`config.mk`:
```
export PLATFORM = sky130hd
export DESIGN_NAME = two_way_cache_controller
export DESIGN_NICKNAME = d
export VERILOG_FILES = /design/src/rtl/cache_pkg.sv /design/src/rtl/sat_counter.sv /design/src/rtl/two_way_cache_controller.sv
export SDC_FILE = /design/constraint.sdc
export NUM_CORES = 1
export LEC_CHECK = 0
export ABC_CLOCK_PERIOD_IN_PS = 3300
export CORE_AREA = 2 2 140 101
export CTS_BUF_LIST = sky130_fd_sc_hd__clkbuf_16
export CTS_CLUSTER_SIZE = 24
export DETAILED_ROUTE_END_ITERATION = 10
export DIE_AREA = 0 0 142 103
export PLACE_DENSITY = 0.95
export RECOVER_POWER = 50
export SETUP_SLACK_MARGIN = 0.05
export SYNTH_ARGS = -nofsm -noshare
export SYNTH_HDL_FRONTEND = slang
export SYNTH_HIERARCHICAL = 1
export SYNTH_SLANG_ARGS = --single-unit
```
`constraint.sdc`:
```
create_clock -name clk -period 3.3 [get_ports clk]
set_clock_uncertainty 0.15 [all_clocks]
set_input_delay 0.66 -clock clk [delete_from_list [all_inputs] [get_ports clk]]
set_output_delay 0.66 -clock clk [all_outputs]
set_load 0.02 [all_outputs]
```
`src/rtl/cache_pkg.sv`:
```
// Shared types for the two-way cache controller: FSM state encoding and
// performance counter width.
package cache_pkg;

  localparam int CNT_W = 32;

  typedef enum logic [2:0] {
    IDLE,
    LOOKUP,
    MEM_REQ,
    MEM_WAIT,
    FILL,
    RESP
  } cache_ctrl_state_t;

endpackage

```
`src/rtl/sat_counter.sv`:
```
// Saturating up-counter: increments on inc_i and holds at all-ones.
module sat_counter
  import cache_pkg::*;
#(
  parameter int W = CNT_W
) (
  input  logic         clk,
  input  logic         rst,
  input  logic         inc_i,
  output logic [W-1:0] count_o
);

  logic [W-1:0] count_q;

  always_ff @(posedge clk or negedge rst) begin
    if (!rst) begin
      count_q <= '0;
    end else if (inc_i && (count_q != '1)) begin
      count_q <= count_q + W'(1);
    end
  end

  assign count_o = count_q;

endmodule

```
`src/rtl/two_way_cache_controller.sv`:
```
// Single-outstanding cache controller: read-allocate, write-through/no-allocate.
// Optional hit/miss counters are compiled in with CACHE_PERF_COUNTERS_EN.
//
// state    | meaning
// ---------+-----------------------------------------------------------
// IDLE     | ready for a CPU request (once out of reset)
// LOOKUP   | probe cache with latched address; read hit answers here
// MEM_REQ  | present read/write to memory until mem_req_ready
// MEM_WAIT | wait for mem_resp_valid
// FILL     | write fill register into cache for one cycle
// RESP     | one-cycle CPU response for misses and writes
module two_way_cache_controller
  import cache_pkg::*;
#(
  parameter int ADDR_SIZE  = 32,
  parameter int BLOCK_SIZE = 32
) (
  input  logic                  clk,
  input  logic                  rst,
  input  logic                  cpu_req_valid,
  output logic                  cpu_req_ready,
  input  logic [ADDR_SIZE-1:0]  cpu_req_addr,
  input  logic                  cpu_req_we,
  input  logic [BLOCK_SIZE-1:0] cpu_req_wdata,
  output logic                  cpu_resp_valid,
  output logic [BLOCK_SIZE-1:0] cpu_resp_rdata,
  output logic [ADDR_SIZE-1:0]  cache_addr,
  output logic                  cache_we,
  output logic [BLOCK_SIZE-1:0] cache_wdata,
  input  logic [BLOCK_SIZE-1:0] cache_rdata,
  input  logic                  cache_hit,
  output logic                  mem_req_valid,
  input  logic                  mem_req_ready,
  output logic [ADDR_SIZE-1:0]  mem_req_addr,
  output logic                  mem_req_we,
  output logic [BLOCK_SIZE-1:0] mem_req_wdata,
  input  logic                  mem_resp_valid,
  input  logic [BLOCK_SIZE-1:0] mem_resp_rdata
`ifdef CACHE_PERF_COUNTERS_EN
  ,
  output logic [CNT_W-1:0]      hit_count,
  output logic [CNT_W-1:0]      miss_count
`endif
);

  cache_ctrl_state_t     state_q;
  logic [ADDR_SIZE-1:0]  addr_q;
  logic                  we_q;
  logic [BLOCK_SIZE-1:0] wdata_q;
  logic [BLOCK_SIZE-1:0] fill_q;
  logic                  live_q;

  // live_q keeps ready low while in reset and lets it rise one cycle after release.
  always_ff @(posedge clk or negedge rst) begin
    if (!rst) begin
      state_q <= IDLE;
      addr_q  <= '0;
      we_q    <= 1'b0;
      wdata_q <= '0;
      fill_q  <= '0;
      live_q  <= 1'b0;
    end else begin
      live_q <= 1'b1;
      case (state_q)
        IDLE: begin
          if (cpu_req_valid && live_q) begin
            addr_q  <= cpu_req_addr;
            we_q    <= cpu_req_we;
            wdata_q <= cpu_req_wdata;
            state_q <= LOOKUP;
          end
        end
        LOOKUP: begin
          if (!we_q && cache_hit) state_q <= IDLE;
          else                    state_q <= MEM_REQ;
        end
        MEM_REQ: begin
          if (mem_req_ready) state_q <= MEM_WAIT;
        end
        MEM_WAIT: begin
          if (mem_resp_valid) begin
            if (we_q) begin
              state_q <= RESP;
            end else begin
              fill_q  <= mem_resp_rdata;
              state_q <= FILL;
            end
          end
        end
        FILL:    state_q <= RESP;
        RESP:    state_q <= IDLE;
        default: state_q <= IDLE;
      endcase
    end
  end

  // Hit response and write-hit update depend on cache_hit in the same cycle.
  always_comb begin
    cpu_req_ready  = 1'b0;
    cpu_resp_valid = 1'b0;
    cpu_resp_rdata = '0;
    cache_addr     = '0;
    cache_we       = 1'b0;
    cache_wdata    = '0;
    mem_req_valid  = 1'b0;
    mem_req_addr   = '0;
    mem_req_we     = 1'b0;
    mem_req_wdata  = '0;
    case (state_q)
      IDLE: cpu_req_ready = live_q;
      LOOKUP: begin
        cache_addr = addr_q;
        if (cache_hit) begin
          if (we_q) begin
            cache_we    = 1'b1;
            cache_wdata = wdata_q;
          end else begin
            cpu_resp_valid = 1'b1;
            cpu_resp_rdata = cache_rdata;
          end
        end
      end
      MEM_REQ: begin
        mem_req_valid = 1'b1;
        mem_req_addr  = addr_q;
        mem_req_we    = we_q;
        mem_req_wdata = we_q ? wdata_q : '0;
      end
      FILL: begin
        cache_we    = 1'b1;
        cache_addr  = addr_q;
        cache_wdata = fill_q;
      end
      RESP: begin
        cpu_resp_valid = 1'b1;
        cpu_resp_rdata = we_q ? '0 : fill_q;
      end
      default: ;
    endcase
  end

`ifdef CACHE_PERF_COUNTERS_EN
  sat_counter #(.W(CNT_W)) u_hit_cnt (
    .clk     (clk),
    .rst     (rst),
    .inc_i   ((state_q == LOOKUP) && cache_hit),
    .count_o (hit_count)
  );

  sat_counter #(.W(CNT_W)) u_miss_cnt (
    .clk     (clk),
    .rst     (rst),
    .inc_i   ((state_q == LOOKUP) && !cache_hit),
    .count_o (miss_count)
  );
`endif

endmodule

```
After elaboration in Yosys (flattened, before gate mapping)

Cells that the tools add are included.

Bits in registers: 101
Latch bits: 0
Bits in writable memories: 0
ROM bits: 0
Output and inout port bits: 165
Word-level logic and storage cells: 48
Memories: 0

Add/sub/neg operators: 0
Multipliers: 0
Divide/modulo/power cells: 0
$lt $le $gt $ge: 0
Equal/unequal tests: 8
Shift-type cells: 0
Multiplexer cells: 25
Bitwise gates (word level): 1
Reductions and logical operators: 8

Operators by type and width:

| kind                 | number |
|---|---|
| $mux W32             | 8 |
| $pmux W32 S2         | 2 |
| $pmux W3 S5          | 1 |
| $mux W3              | 3 |
| $mux W1              | 8 |
| $eq A3 B2 Y1 const B | 2 |
| $eq A3 B3 Y1 const B | 2 |
| $ne A2 B2 Y1 const B | 3 |
| $reduce_and A3 Y1    | 2 |
| $pmux W1 S2          | 2 |
| $eq A3 B1 Y1 const B | 1 |
| $logic_not A3 Y1     | 1 |
| $logic_and A1 B1 Y1  | 2 |
| $mux W2              | 1 |
| $reduce_and A2 Y1    | 1 |
| $reduce_or A2 Y1     | 1 |
| $logic_not A1 Y1     | 1 |
| $not A1 Y1           | 1 |

Longest topological paths before layout

Depth after elaboration: 4
Gate-level depth with buffers: 6

Least setup slack after synthesis

No wires, ideal clock.

Path type: reg2out
Start: register state_q[1]
End: output cache_wdata[10]
Data arrival time: 1.442 ns
Required time: 2.490 ns
Path slack: 1.048 ns
Stages on the path, launching flop included: 6
Buffers on the path: 2
Cells stage by stage: dfrtp_1 -> buf_6 -> nand2b_4 -> nor4b_4 -> buf_6 -> a22o_1

Longest elaborated chain between the ends: 2
Elaborated cells on any way between the ends: 3
Those cells by class: eq/ne: 2; mux: 1

RTL lines:

| item                                         | RTL line                        | text |
|---|---|---|
| start: declaration                           | two_way_cache_controller.sv:46  | `cache_ctrl_state_t state_q;` |
| start signal: assignment                     | two_way_cache_controller.sv:56  | `state_q <= IDLE;` |
| start signal: assignment                     | two_way_cache_controller.sv:70  | `state_q <= LOOKUP;` |
| start signal: assignment                     | two_way_cache_controller.sv:74  | `if (!we_q && cache_hit) state_q <= IDLE;` |
| $eq A3 B3 Y1 or $eq A3 B1 Y1 (tied branches) | two_way_cache_controller.sv:109 | `case (state_q)` |
| $pmux W32 S2 (*)                             | two_way_cache_controller.sv:109 |  |
| end: declaration                             | two_way_cache_controller.sv:29  | `output logic [BLOCK_SIZE-1:0] cache_wdata,` |

Mark *: on every way between the ends. The rest lies on a longest branch, timed or not.

Final worst setup path

Start: input cache_hit
End: output cpu_resp_rdata[10]

Longest elaborated chain between the ends: 2

RTL lines:

| item               | RTL line                        | text |
|---|---|---|
| start: declaration | two_way_cache_controller.sv:31  | `input logic cache_hit,` |
| $mux W32           | two_way_cache_controller.sv:113 | `if (cache_hit) begin` |
| $pmux W32 S2       | two_way_cache_controller.sv:109 |  |
| end: declaration   | two_way_cache_controller.sv:26  | `output logic [BLOCK_SIZE-1:0] cpu_resp_rdata,` |

Every way passes these cells.

==> results.json <==
{
  "outcome": "finished with violations",
  "violations": "capacitance limit, slew limit",
  "powerDensity_nw_per_um2": 829,
  "grt_pass1_vias": 4789,
  "mostFrequentLayoutCells": "clkdlybuf4s50_1, dfrtp_1, and2_1",
  "finalSetupViolCount": 0,
  "wl_met1_um": 7110,
  "seq_power_share_pct": 32.8,
  "clkLatencyLatePin_ps": 330,
  "path_depth": 6,
  "power.share.clock_pct": 13.2,
  "antenna_cells": 0,
  "via_per_inst": 5.27,
  "worstSetupStartpoint": "cache_hit",
  "synth_cell_types": 32,
  "num_vias": 4699,
  "fin_util_pct": 66.0,
  "dr.pass1.iters": 4,
  "path_cells": "clkdlybuf4s50_1, nor4b_4, buf_4, clkbuf_16, a22o_1, dlygate4sd2_1",
  "fmax_mhz": 316,
  "ys_seq_elements": 101,
  "cts_tree": "yes",
  "io_buffers": 299,
  "synthArstFlopShare_pct": 100,
  "holdWs_ps": 353,
  "path_delay_family": "buffers and inverters",
  "min_path_type": "register to register",
  "drive_gt1_share_pct": 15.7,
  "setup_ws_ps": 136,
  "syn_area_per_cell_um2": 13.1,
  "reg2reg_to": "wdata_q[29]",
  "core_um2": 13500,
  "cts_buffer_depth": 2,
  "drt-initial-drc-count": 156,
  "fillers": 1013,
  "worstPathRequired_ps": 2490,
  "path_max_fanout": 16,
  "cts_max_level": 3,
  "fp.dieArea_um2": 14600,
  "clkSinkCount": 101,
  "drc": 0,
  "synth_area_um2": 5600,
  "ys_warn_count": 6,
  "slew_viol_final": 63,
  "place_ws_ps": -27.5,
  "fp.dieH_um": 103,
  "clkTransAtPathRegs_ps": 70,
  "period_share_pct": 95.9,
  "period_needed_ps": 3160,
  "combPwrFrac_pct": 54.0,
  "wl_per_cell_um": 19.9,
  "critPathBufInv": 4,
  "start_kind": "primary input",
  "chipWidth_um": 142,
  "crit_slowest_cell": "clkdlybuf4s50_1",
  "worst_pin_slew_ps": 1550,
  "finalNetCount": 851,
  "synth_nets": 562,
  "grt_max_degree": 63,
  "place.gp.congestion": 0.801,
  "clockRootBuffer": "clkbuf_16",
  "power_switching_w": 0.00289,
  "vdd.ir_drop.worst_mv": 0.543,
  "switching_share_pct": 39.3,
  "route.top_layer_used": "met4",
  "cts_inserted_buffers": 9,
  "rsz0062_at_grt": "false",
  "met2_length_um": 9160,
  "cp_data_arrival_time_ps": 2350,
  "r2r.worst_path.cells": 5,
  "r2r-start": "state_q[0]",
  "ys_seq_area_share_pct": 45.1,
  "layout_commonest_cell": "clkdlybuf4s50_1",
  "grt_pass1_wl_um": 25500,
  "wl_met3_um": 1300,
  "intPower_w": 0.00448,
  "ios": 300,
  "timing_worst_setup_path_type": "primary input to output port",
  "drt_wl_total_um": 17800,
  "syn_to_final_growth_pct": 58.9,
  "overflow": 0,
  "critPathCapture": "cpu_resp_rdata[10]",
  "antenna_found_initial": 0,
  "synth_ff_type": "dfrtp_1",
  "layout.cells.non_filler": 891,
  "start_util_pct": 41.6,
  "r2r_slack_ps": 360,
  "slew_headroom_pct": -3.58,
  "worst_path_largest_cell_delay_ps": 500,
  "crit_path_end_kind": "output port",
  "dp_cells": 874,
  "maxCapViolCount": 1,
  "synth_cells": 427,
  "grtUsageTotal_pct": 22.8,
  "setup_tns_ps": 0,
  "hold_viol_final": 0,
  "rows": 36,
  "ant_nets": 0,
  "synth_edf_count": 0,
  "p_leak_nw": 4.56,
  "hpwl_um": 13000
}
## flip-flops by register name, summed over array words and instances (netlist names)
| register | count |
|---|---|
| fill_q | 32 |
| live_q | 1 |
| we_q | 1 |
| state_q | 3 |
| wdata_q | 32 |
| addr_q | 32 |
## through the flow
step,power [W],cell area (um^2)
after floorplan,0.00483,5600
after global placement,0.00642,8650
after detailed placement,0.00659,8650
after CTS,0.00755,8890
after global routing,0.00775,8890
final,0.00737,8890
## power groups by stage
| stage | combinational, W | clock (W) | sequential [W] |
|---|---|---|---|
| floorplan | 0.00265 | 0 | 0.00218 |
| global placement | 0.00403 | 0 | 0.00239 |
| detailed placement | 0.00415 | 0 | 0.00244 |
| CTS | 0.00414 | 0.000989 | 0.00242 |
| global route | 0.00421 | 0.00105 | 0.00249 |
| finish | 0.00398 | 0.000976 | 0.00242 |
## cells by family after synthesis
logic type             after synthesis  share of synthesized area, %
AO/OA/AOI/OAI                       68                          10.5
XOR/XNOR                             1                         0.156
buffers and inverters               40                          6.33
flip-flops                         101                          45.1
multiplexers                        97                          22.9
other                                1                        0.0670
AND/OR/NAND/NOR                    119                          14.9
## synthesized netlist by cell type (2+ instances only)
| master | instances | area (um^2) |
|---|---|---|
| a21oi_1 | 2 | 10.0 |
| a22o_1 | 64 | 561 |
| a2bb2oi_1 | 2 | 17.5 |
| and2_1 | 66 | 413 |
| and3_1 | 32 | 200 |
| buf_12 | 6 | 120 |
| buf_2 | 7 | 35.0 |
| buf_4 | 2 | 15.0 |
| buf_6 | 11 | 124 |
| clkbuf_1 | 7 | 26.3 |
| clkbuf_2 | 6 | 30.0 |
| dfrtp_1 | 101 | 2530 |
| mux2_1 | 3 | 33.8 |
| mux2_2 | 44 | 495 |
| mux2_4 | 50 | 751 |
| nand2_1 | 2 | 7.51 |
| nand2b_1 | 2 | 12.5 |
| nor2_1 | 4 | 15.0 |
| nor3b_2 | 2 | 25.0 |
| nor4b_4 | 2 | 47.6 |
## worst min path at each step
| stage | slack [ps] | startpoint | endpoint | cells after the start |
|---|---|---|---|---|
| after CTS | 280 | rst | wdata_q[5] | 1 |
| after global placement | 350 | addr_q[2] | addr_q[2] | 1 |
| after floorplan | 210 | rst | addr_q[0] | 0 |
| after detailed placement | 360 | addr_q[10] | addr_q[10] | 1 |
| final | 350 | addr_q[25] | addr_q[25] | 1 |
| after global routing | 370 | addr_q[25] | addr_q[25] | 1 |
## worst register-to-register path: cells and delay by family, from the launching register on
family / cells / cell delay (ps)
buffers and inverters: 2 / 1100
DFF: 1 / 460
and+or+nand+nor: 2 / 660
muxes: 1 / 450
## final cells by class
| class | count | area [um^2] | area share (%) |
|---|---|---|---|
| Clock buffer | 9 | 225 | 2.53 |
| Inverter | 1 | 3.75 | 0.0422 |
| Sequential cell | 101 | 2530 | 28.5 |
| Timing Repair Buffer | 317 | 3260 | 36.7 |
| Clock inverter | 6 | 40.0 | 0.450 |
| Multi-Input combinational cell | 286 | 2620 | 29.4 |
| Tap cell | 171 | 214 | 2.41 |
## layer usage
layer	up-vias	global-route usage, %
met1	2355	26.4
met4	0	5.85
met5	-	0
met2	208	42.3
met3	22	6.04
li1	2114	-
## repair_timing
| item | 4_1_cts | 5_1_grt |
|---|---|---|
| hold buffers | 0 | 0 |
| endpoints found under the setup margin | 48 | 98 |
| resized for setup | 31 | 46 |
| setup buffers | 0 | 1 |
| gates cloned | 0 | 1 |
Note: power is estimated with default switching activity, not from simulation.
